--- config.mk ---
export PLATFORM = sky130hd
export DESIGN_NAME = fc_flatten_buffer
export DESIGN_NICKNAME = d
export VERILOG_FILES = /design/src/rtl/fc_flatten_buffer.sv
export SDC_FILE = /design/constraint.sdc
export NUM_CORES = 2
export LEC_CHECK = 0
export CORE_MARGIN = 8
export CORE_UTILIZATION = 25
export CTS_CLUSTER_SIZE = 14
export DETAILED_ROUTE_END_ITERATION = 10
export GPL_TIMING_DRIVEN = 0
export PLACE_DENSITY = 0.41
export SYNTH_ARGS = -nofsm -noshare
export SYNTH_HDL_FRONTEND = slang
export SYNTH_SLANG_ARGS = --single-unit
--- constraint.sdc ---
create_clock -name clk -period 12.8 [get_ports clk]
set_input_delay 2.56 -clock clk [delete_from_list [all_inputs] [get_ports clk]]
set_output_delay 2.56 -clock clk [all_outputs]
set_load 0.005 [all_outputs]
--- src/rtl/fc_flatten_buffer.sv ---
// Frame buffer and serializer that feeds the fully-connected layer.
// It takes one pixel position per beat, with all channels in parallel, and stores a full
// frame. It then replays the frame one value per cycle in channel-major order, so step k
// carries channel k/P at position k%P.
module fc_flatten_buffer #(
  parameter int unsigned I_BW   = 16,
  parameter int unsigned I_SIZE = 4,
  parameter int unsigned CI     = 12
) (
  input  logic               clk,
  input  logic               global_rst,
  input  logic               user_reset,
  input  logic               i_valid,
  input  logic [CI*I_BW-1:0] i_data,
  output logic               o_busy,
  output logic [I_BW-1:0]    o_data,
  output logic               o_ce,
  output logic               o_done,
  output logic               o_overflow
);

  localparam int unsigned P    = I_SIZE * I_SIZE;
  localparam int unsigned PosW = (P > 1) ? $clog2(P) : 1;
  localparam int unsigned ChW  = (CI > 1) ? $clog2(CI) : 1;

  localparam logic [PosW-1:0] LastPos = PosW'(P - 1);
  localparam logic [ChW-1:0]  LastCh  = ChW'(CI - 1);

  typedef enum logic [1:0] {
    StIdle,
    StFill,
    StDrain,
    StDone
  } state_e;

  state_e state_q, state_d;

  logic [PosW-1:0] wr_pos_q, wr_pos_d;
  logic [PosW-1:0] rd_pos_q, rd_pos_d;
  logic [ChW-1:0]  rd_ch_q, rd_ch_d;

  logic [I_BW-1:0] data_q, data_d;
  logic            ce_q, ce_d;
  logic            done_q, done_d;
  logic            ovf_q, ovf_d;

  logic            mem_we;
  logic [PosW-1:0] mem_addr;
  logic [I_BW-1:0] rd_val;

  // Frame storage. It is never cleared, because every entry is rewritten before it is read.
  logic [I_BW-1:0] mem [0:P-1][0:CI-1];

  assign rd_val = mem[rd_pos_q][rd_ch_q];

  // Next-state, counter and output decode.
  always_comb begin
    state_d  = state_q;
    wr_pos_d = wr_pos_q;
    rd_pos_d = rd_pos_q;
    rd_ch_d  = rd_ch_q;
    data_d   = data_q;
    ce_d     = 1'b0;
    done_d   = 1'b0;
    ovf_d    = ovf_q;
    mem_we   = 1'b0;
    mem_addr = wr_pos_q;

    unique case (state_q)
      StIdle: begin
        if (i_valid) begin
          mem_we   = 1'b1;
          mem_addr = '0;
          if (P == 1) begin
            // A single-position frame is complete after one beat.
            wr_pos_d = '0;
            rd_pos_d = '0;
            rd_ch_d  = '0;
            state_d  = StDrain;
          end else begin
            wr_pos_d = PosW'(1);
            state_d  = StFill;
          end
        end
      end

      StFill: begin
        if (i_valid) begin
          mem_we = 1'b1;
          if (wr_pos_q == LastPos) begin
            wr_pos_d = '0;
            rd_pos_d = '0;
            rd_ch_d  = '0;
            state_d  = StDrain;
          end else begin
            wr_pos_d = wr_pos_q + 1'b1;
          end
        end
      end

      StDrain: begin
        data_d = rd_val;
        ce_d   = 1'b1;
        // The position counter is the fast index, so the order is channel-major.
        if (rd_pos_q == LastPos) begin
          rd_pos_d = '0;
          if (rd_ch_q == LastCh) begin
            rd_ch_d = '0;
            state_d = StDone;
          end else begin
            rd_ch_d = rd_ch_q + 1'b1;
          end
        end else begin
          rd_pos_d = rd_pos_q + 1'b1;
        end
        if (i_valid) begin
          ovf_d = 1'b1;
        end
      end

      StDone: begin
        done_d  = 1'b1;
        state_d = StIdle;
        if (i_valid) begin
          ovf_d = 1'b1;
        end
      end

      default: begin
        state_d = StIdle;
      end
    endcase
  end

  // State, counters and registered outputs. The soft reset overrides any beat in the same cycle.
  always_ff @(posedge clk or posedge global_rst) begin
    if (global_rst) begin
      state_q  <= StIdle;
      wr_pos_q <= '0;
      rd_pos_q <= '0;
      rd_ch_q  <= '0;
      data_q   <= '0;
      ce_q     <= 1'b0;
      done_q   <= 1'b0;
      ovf_q    <= 1'b0;
    end else if (user_reset) begin
      state_q  <= StIdle;
      wr_pos_q <= '0;
      rd_pos_q <= '0;
      rd_ch_q  <= '0;
      data_q   <= '0;
      ce_q     <= 1'b0;
      done_q   <= 1'b0;
      ovf_q    <= 1'b0;
    end else begin
      state_q  <= state_d;
      wr_pos_q <= wr_pos_d;
      rd_pos_q <= rd_pos_d;
      rd_ch_q  <= rd_ch_d;
      data_q   <= data_d;
      ce_q     <= ce_d;
      done_q   <= done_d;
      ovf_q    <= ovf_d;
    end
  end

  // Write all lanes of the accepted beat into one entry. A reset beat is not stored.
  always_ff @(posedge clk) begin
    if (mem_we && !user_reset && !global_rst) begin
      for (int c = 0; c < CI; c++) begin
        mem[mem_addr][c] <= i_data[c*I_BW +: I_BW];
      end
    end
  end

  assign o_busy     = (state_q == StDrain) || (state_q == StDone);
  assign o_data     = data_q;
  assign o_ce       = ce_q;
  assign o_done     = done_q;
  assign o_overflow = ovf_q;

endmodule

==> out/metrics.json <==
{
  "ctsRootBufferMaster": {"value": "sky130_fd_sc_hd__clkbuf_16"},
  "grt_pass1_vias": {"value": 63500},
  "die_area": {"value": 503000, "unit": "um2"},
  "yosys_most_used_dff": {"value": "sky130_fd_sc_hd__edfxtp_1"},
  "cts_max_level": {"value": 5},
  "startpoint_type": {"value": "flip-flop"},
  "yosys_register_bits": {"value": 3105},
  "number_of_antenna_violations_at_the_first_check_in_global_routing": {"value": 151},
  "ant_nets": {"value": 0},
  "layout.area.seq": {"value": 93100, "unit": "um2"},
  "drive_above_1_share": {"value": 24.6, "unit": "%"},
  "clkTransAtPathRegs": {"value": 0.06, "unit": "ns"},
  "timing.hold.worst_path_depth": {"value": 1},
  "drt_iter0_markers": {"value": 8289},
  "final_design_area_no_fill": {"value": 146000, "unit": "um2"},
  "synth.distinct_cells": {"value": 76},
  "cap_violations": {"value": 4},
  "seq_area_frac_synth": {"value": 77.5, "unit": "%"},
  "path_class": {"value": "flip-flop to flip-flop"},
  "finalMaxSlewViolations": {"value": 24},
  "post_synthesis_area_per_instance": {"value": 22.2, "unit": "um2"},
  "row_count": {"value": 254},
  "rsz0062_at_grt": {"value": "no"},
  "routed-via-count": {"value": 64500},
  "swShare": {"value": 25.4, "unit": "%"},
  "ys.warnings.count": {"value": 0},
  "grt_usage": {"value": 19.2, "unit": "%"},
  "io_pins": {"value": 216},
  "n_fill_cell": {"value": 46300},
  "place.detailed.instances": {"value": 12300},
  "drc_errors": {"value": 0},
  "cts_sinks": {"value": 3105},
  "initial_core_util": {"value": 25.1, "unit": "%"},
  "finalNonFillerCells": {"value": 12900},
  "clock_latency_reported_for_the_late_side_of_the_worst_skew_pair": {"value": 0.96, "unit": "ns"},
  "synthArstFlopShare": {"value": 1.06, "unit": "%"},
  "io_buffer_count": {"value": 214},
  "cell_internal_pwr": {"value": 0.0180, "unit": "W"},
  "synth.largest_area_cell": {"value": "sky130_fd_sc_hd__edfxtp_1"},
  "netlist_top_cells_area": {"value": "sky130_fd_sc_hd__edfxtp_1, sky130_fd_sc_hd__mux4_2, sky130_fd_sc_hd__mux2i_1"},
  "detailedPlace.worstSlack": {"value": 6.01, "unit": "ns"},
  "synth-edff-count": {"value": 3072},
  "post_dp_cell_area": {"value": 135000, "unit": "um2"},
  "worst_slack": {"value": 6.76, "unit": "ns"},
  "placeable_core_area": {"value": 479000, "unit": "um2"},
  "netlist.area_leader.share": {"value": 76.8, "unit": "%"},
  "syn_to_final_growth": {"value": 21.8, "unit": "%"},
  "setup_tns_after_final_layout": {"value": 0, "unit": "ns"},
  "chipWidth": {"value": 709, "unit": "um"},
  "grt.met1_usage": {"value": 25.7, "unit": "%"},
  "fin_util": {"value": 30.6, "unit": "%"},
  "worstPathRequired": {"value": 13.56, "unit": "ns"},
  "grt_util_met3": {"value": 4.42, "unit": "%"},
  "cts_made_buffers": {"value": 341},
  "global_route_wire_length_before_repair": {"value": 642, "unit": "mm"},
  "synthMostInstantiatedCell": {"value": "sky130_fd_sc_hd__edfxtp_1"},
  "post_synthesis_cell_count": {"value": 5425},
  "postCtsSetupBuffers": {"value": 0},
  "arrival": {"value": 6.80, "unit": "ns"},
  "power_leakage": {"value": 44.2, "unit": "nW"},
  "timing.critical_path.fanout_max": {"value": 10},
  "grtUsageMet2": {"value": 30.4, "unit": "%"},
  "power.net_switching": {"value": 0.00612, "unit": "W"},
  "cts_tree": {"value": "done"},
  "final_net_count": {"value": 6408},
  "wl_per_cell": {"value": 38.5, "unit": "um"},
  "failing_checks": {"value": "max-capacitance violations, max-slew violations"},
  "gpl.final_weighted_congestion": {"value": 0.830},
  "run_status": {"value": "complete, but fails checks"},
  "synth_top_cells_by_count": {"value": "sky130_fd_sc_hd__edfxtp_1, sky130_fd_sc_hd__mux4_2, sky130_fd_sc_hd__mux2i_1"},
  "cts_hold_buf": {"value": 0},
  "firstDrtPassIters": {"value": 5},
  "detailed_place_hpwl": {"value": 343, "unit": "mm"},
  "route.final.wire_length": {"value": 498, "unit": "mm"},
  "setup-violations-final": {"value": 0},
  "p_comb_share": {"value": 12.3, "unit": "%"},
  "layout_worst_path_cycle_share": {"value": 47.2, "unit": "%"},
  "timing.slew.headroom": {"value": -4.93, "unit": "%"},
  "hold_path_class": {"value": "flip-flop to flip-flop"},
  "setup.worst_path.end_class": {"value": "flip-flop"},
  "layout_min_cycle_time": {"value": 6.04, "unit": "ns"},
  "ff2ff_path_depth": {"value": 10},
  "die_height": {"value": 709, "unit": "um"},
  "syn_nets": {"value": 5628},
  "max-clock-path-buffers": {"value": 4},
  "worst_pin_slew": {"value": 1.57, "unit": "ns"},
  "multiInputGateArea": {"value": 24700, "unit": "um2"},
  "vdd_drop_max": {"value": 0.106, "unit": "mV"},
  "achievable-frequency": {"value": 166, "unit": "MHz"},
  "share_seq_of_total_power": {"value": 47.1, "unit": "%"},
  "grt_overflow_total": {"value": 0},
  "busiest_layer": {"value": "met2"},
  "grt_max_degree": {"value": 28},
  "cts_resized": {"value": 0},
  "final-hold-violation-count": {"value": 0},
  "vias_per_cell": {"value": 4.99},
  "cellPowerDensity": {"value": 165, "unit": "nW/um2"},
  "post_synth_instance_area": {"value": 120000, "unit": "um2"},
  "final.setup_skew": {"value": 0.0688, "unit": "ns"},
  "share_clk_of_total_power": {"value": 40.6, "unit": "%"}
}
==> critical path: stages, from the launching register on <==
cell and delay (ns):
sky130_fd_sc_hd__dfrtp_1 0.68, sky130_fd_sc_hd__buf_4 0.30, sky130_fd_sc_hd__buf_2 0.38, sky130_fd_sc_hd__buf_2 0.58
sky130_fd_sc_hd__buf_2 0.85, sky130_fd_sc_hd__mux4_2 0.42, sky130_fd_sc_hd__mux2i_1 0.17, sky130_fd_sc_hd__o221ai_1 0.25
sky130_fd_sc_hd__a21oi_1 0.79, sky130_fd_sc_hd__nor3b_1 1.18, sky130_fd_sc_hd__a211oi_1 0.18
==> flip-flops by register name, indices dropped and copies added, names as in the netlist <==
signal and count:
o_overflow 1, rd_pos_q 4, o_data 16, o_ce 1
o_done 1, state_q 2, wr_pos_q 4, mem 3072
rd_ch_q 4
==> per-layer routing <==
layer | wire length, um | up-vias
met1 | 209000 | 35700
li1 | - | 24900
met4 | 21800 | 66
met5 | 409 | -
met3 | 39100 | 855
met2 | 228000 | 3040
==> area by class of cell <==
type | instances | share of cell area, %
Sequential cell | 3105 | 63.6
Inverter | 15 | 0.0385
Timing Repair Buffer | 437 | 4.75
Clock buffer | 424 | 6.17
Clock inverter | 195 | 1.27
Tap cell | 6400 | 5.47
Multi-Input combinational cell | 1995 | 16.9
Antenna cell | 43 | 0.0735
Buffer | 310 | 1.77
==> worst paths after layout <==
check / startpoint / end / slack (ns)
max in group asynchronous: global_rst / o_data[15] / 10.02
min: state_q[0] / state_q[0] / 0.59
max reg2reg: rd_pos_q[1] / o_data[2] / 6.76
min in group asynchronous: global_rst / o_overflow / 2.24
min reg2reg: state_q[0] / state_q[0] / 0.59
max: rd_pos_q[1] / o_data[2] / 6.76
==> through the flow <==
stage | hold slack, ns | total power, W
final | 0.589 | 0.0241
after detailed placement | 0.569 | 0.0145
after CTS | 0.581 | 0.0243
after floorplan | 0.486 | 0.0130
after global placement | 0.563 | 0.0145
after global routing | 0.609 | 0.0247
==> power groups by stage <==
stage                     clock network (W)  logic [W]  registers (W)
after detailed placement                  0    0.00297         0.0116
after floorplan                           0    0.00149         0.0115
final                               0.00978    0.00295         0.0114
after global placement                    0    0.00291         0.0116
after CTS                           0.00995    0.00297         0.0113
after global routing                 0.0103    0.00303         0.0113
==> cells in the final DEF, fill, tap and decap left out, types with 14 or more instances in the layout <==
cell | Yosys | final
sky130_fd_sc_hd__a22oi_1 | 141 | 141
sky130_fd_sc_hd__mux4_1 | 62 | 62
sky130_fd_sc_hd__diode_2 | 0 | 43
sky130_fd_sc_hd__buf_16 | 0 | 52
sky130_fd_sc_hd__a31oi_1 | 14 | 14
sky130_fd_sc_hd__a21oi_1 | 135 | 135
sky130_fd_sc_hd__o21ai_0 | 67 | 67
sky130_fd_sc_hd__o21ai_1 | 16 | 16
sky130_fd_sc_hd__buf_2 | 92 | 94
sky130_fd_sc_hd__a211oi_1 | 26 | 26
sky130_fd_sc_hd__clkinv_1 | 1 | 79
sky130_fd_sc_hd__buf_12 | 26 | 191
sky130_fd_sc_hd__bufinv_16 | 0 | 31
sky130_fd_sc_hd__clkbuf_16 | 0 | 347
sky130_fd_sc_hd__a221oi_2 | 16 | 16
sky130_fd_sc_hd__nand2b_1 | 14 | 14
sky130_fd_sc_hd__nor3_1 | 31 | 29
sky130_fd_sc_hd__nand2_1 | 89 | 88
sky130_fd_sc_hd__a221oi_1 | 108 | 108
sky130_fd_sc_hd__nor2b_1 | 18 | 18
sky130_fd_sc_hd__buf_4 | 18 | 21
sky130_fd_sc_hd__mux4_2 | 562 | 562
sky130_fd_sc_hd__buf_8 | 38 | 41
sky130_fd_sc_hd__clkinv_2 | 0 | 59
sky130_fd_sc_hd__clkbuf_2 | 0 | 37
sky130_fd_sc_hd__a221o_1 | 20 | 20
sky130_fd_sc_hd__nor2_4 | 0 | 17
sky130_fd_sc_hd__clkdlybuf4s50_1 | 0 | 214
sky130_fd_sc_hd__nor2_1 | 95 | 76
sky130_fd_sc_hd__edfxtp_1 | 3072 | 3072
sky130_fd_sc_hd__dfrtp_1 | 33 | 33
sky130_fd_sc_hd__mux2i_1 | 358 | 358
sky130_fd_sc_hd__nand3_1 | 34 | 34
sky130_fd_sc_hd__clkbuf_1 | 83 | 118
sky130_fd_sc_hd__buf_6 | 38 | 38
sky130_fd_sc_hd__mux2_2 | 22 | 22
==> cells by family after synthesis <==
group,synth area share [%]
multiplexers,15.1
flip-flops,77.5
adder cells (fa/ha/maj),0.0729
AND/OR/NAND/NOR,1.37
buffers and inverters,2.16
AO/OA/AOI/OAI,3.87
(Power assumes the default switching activity.)
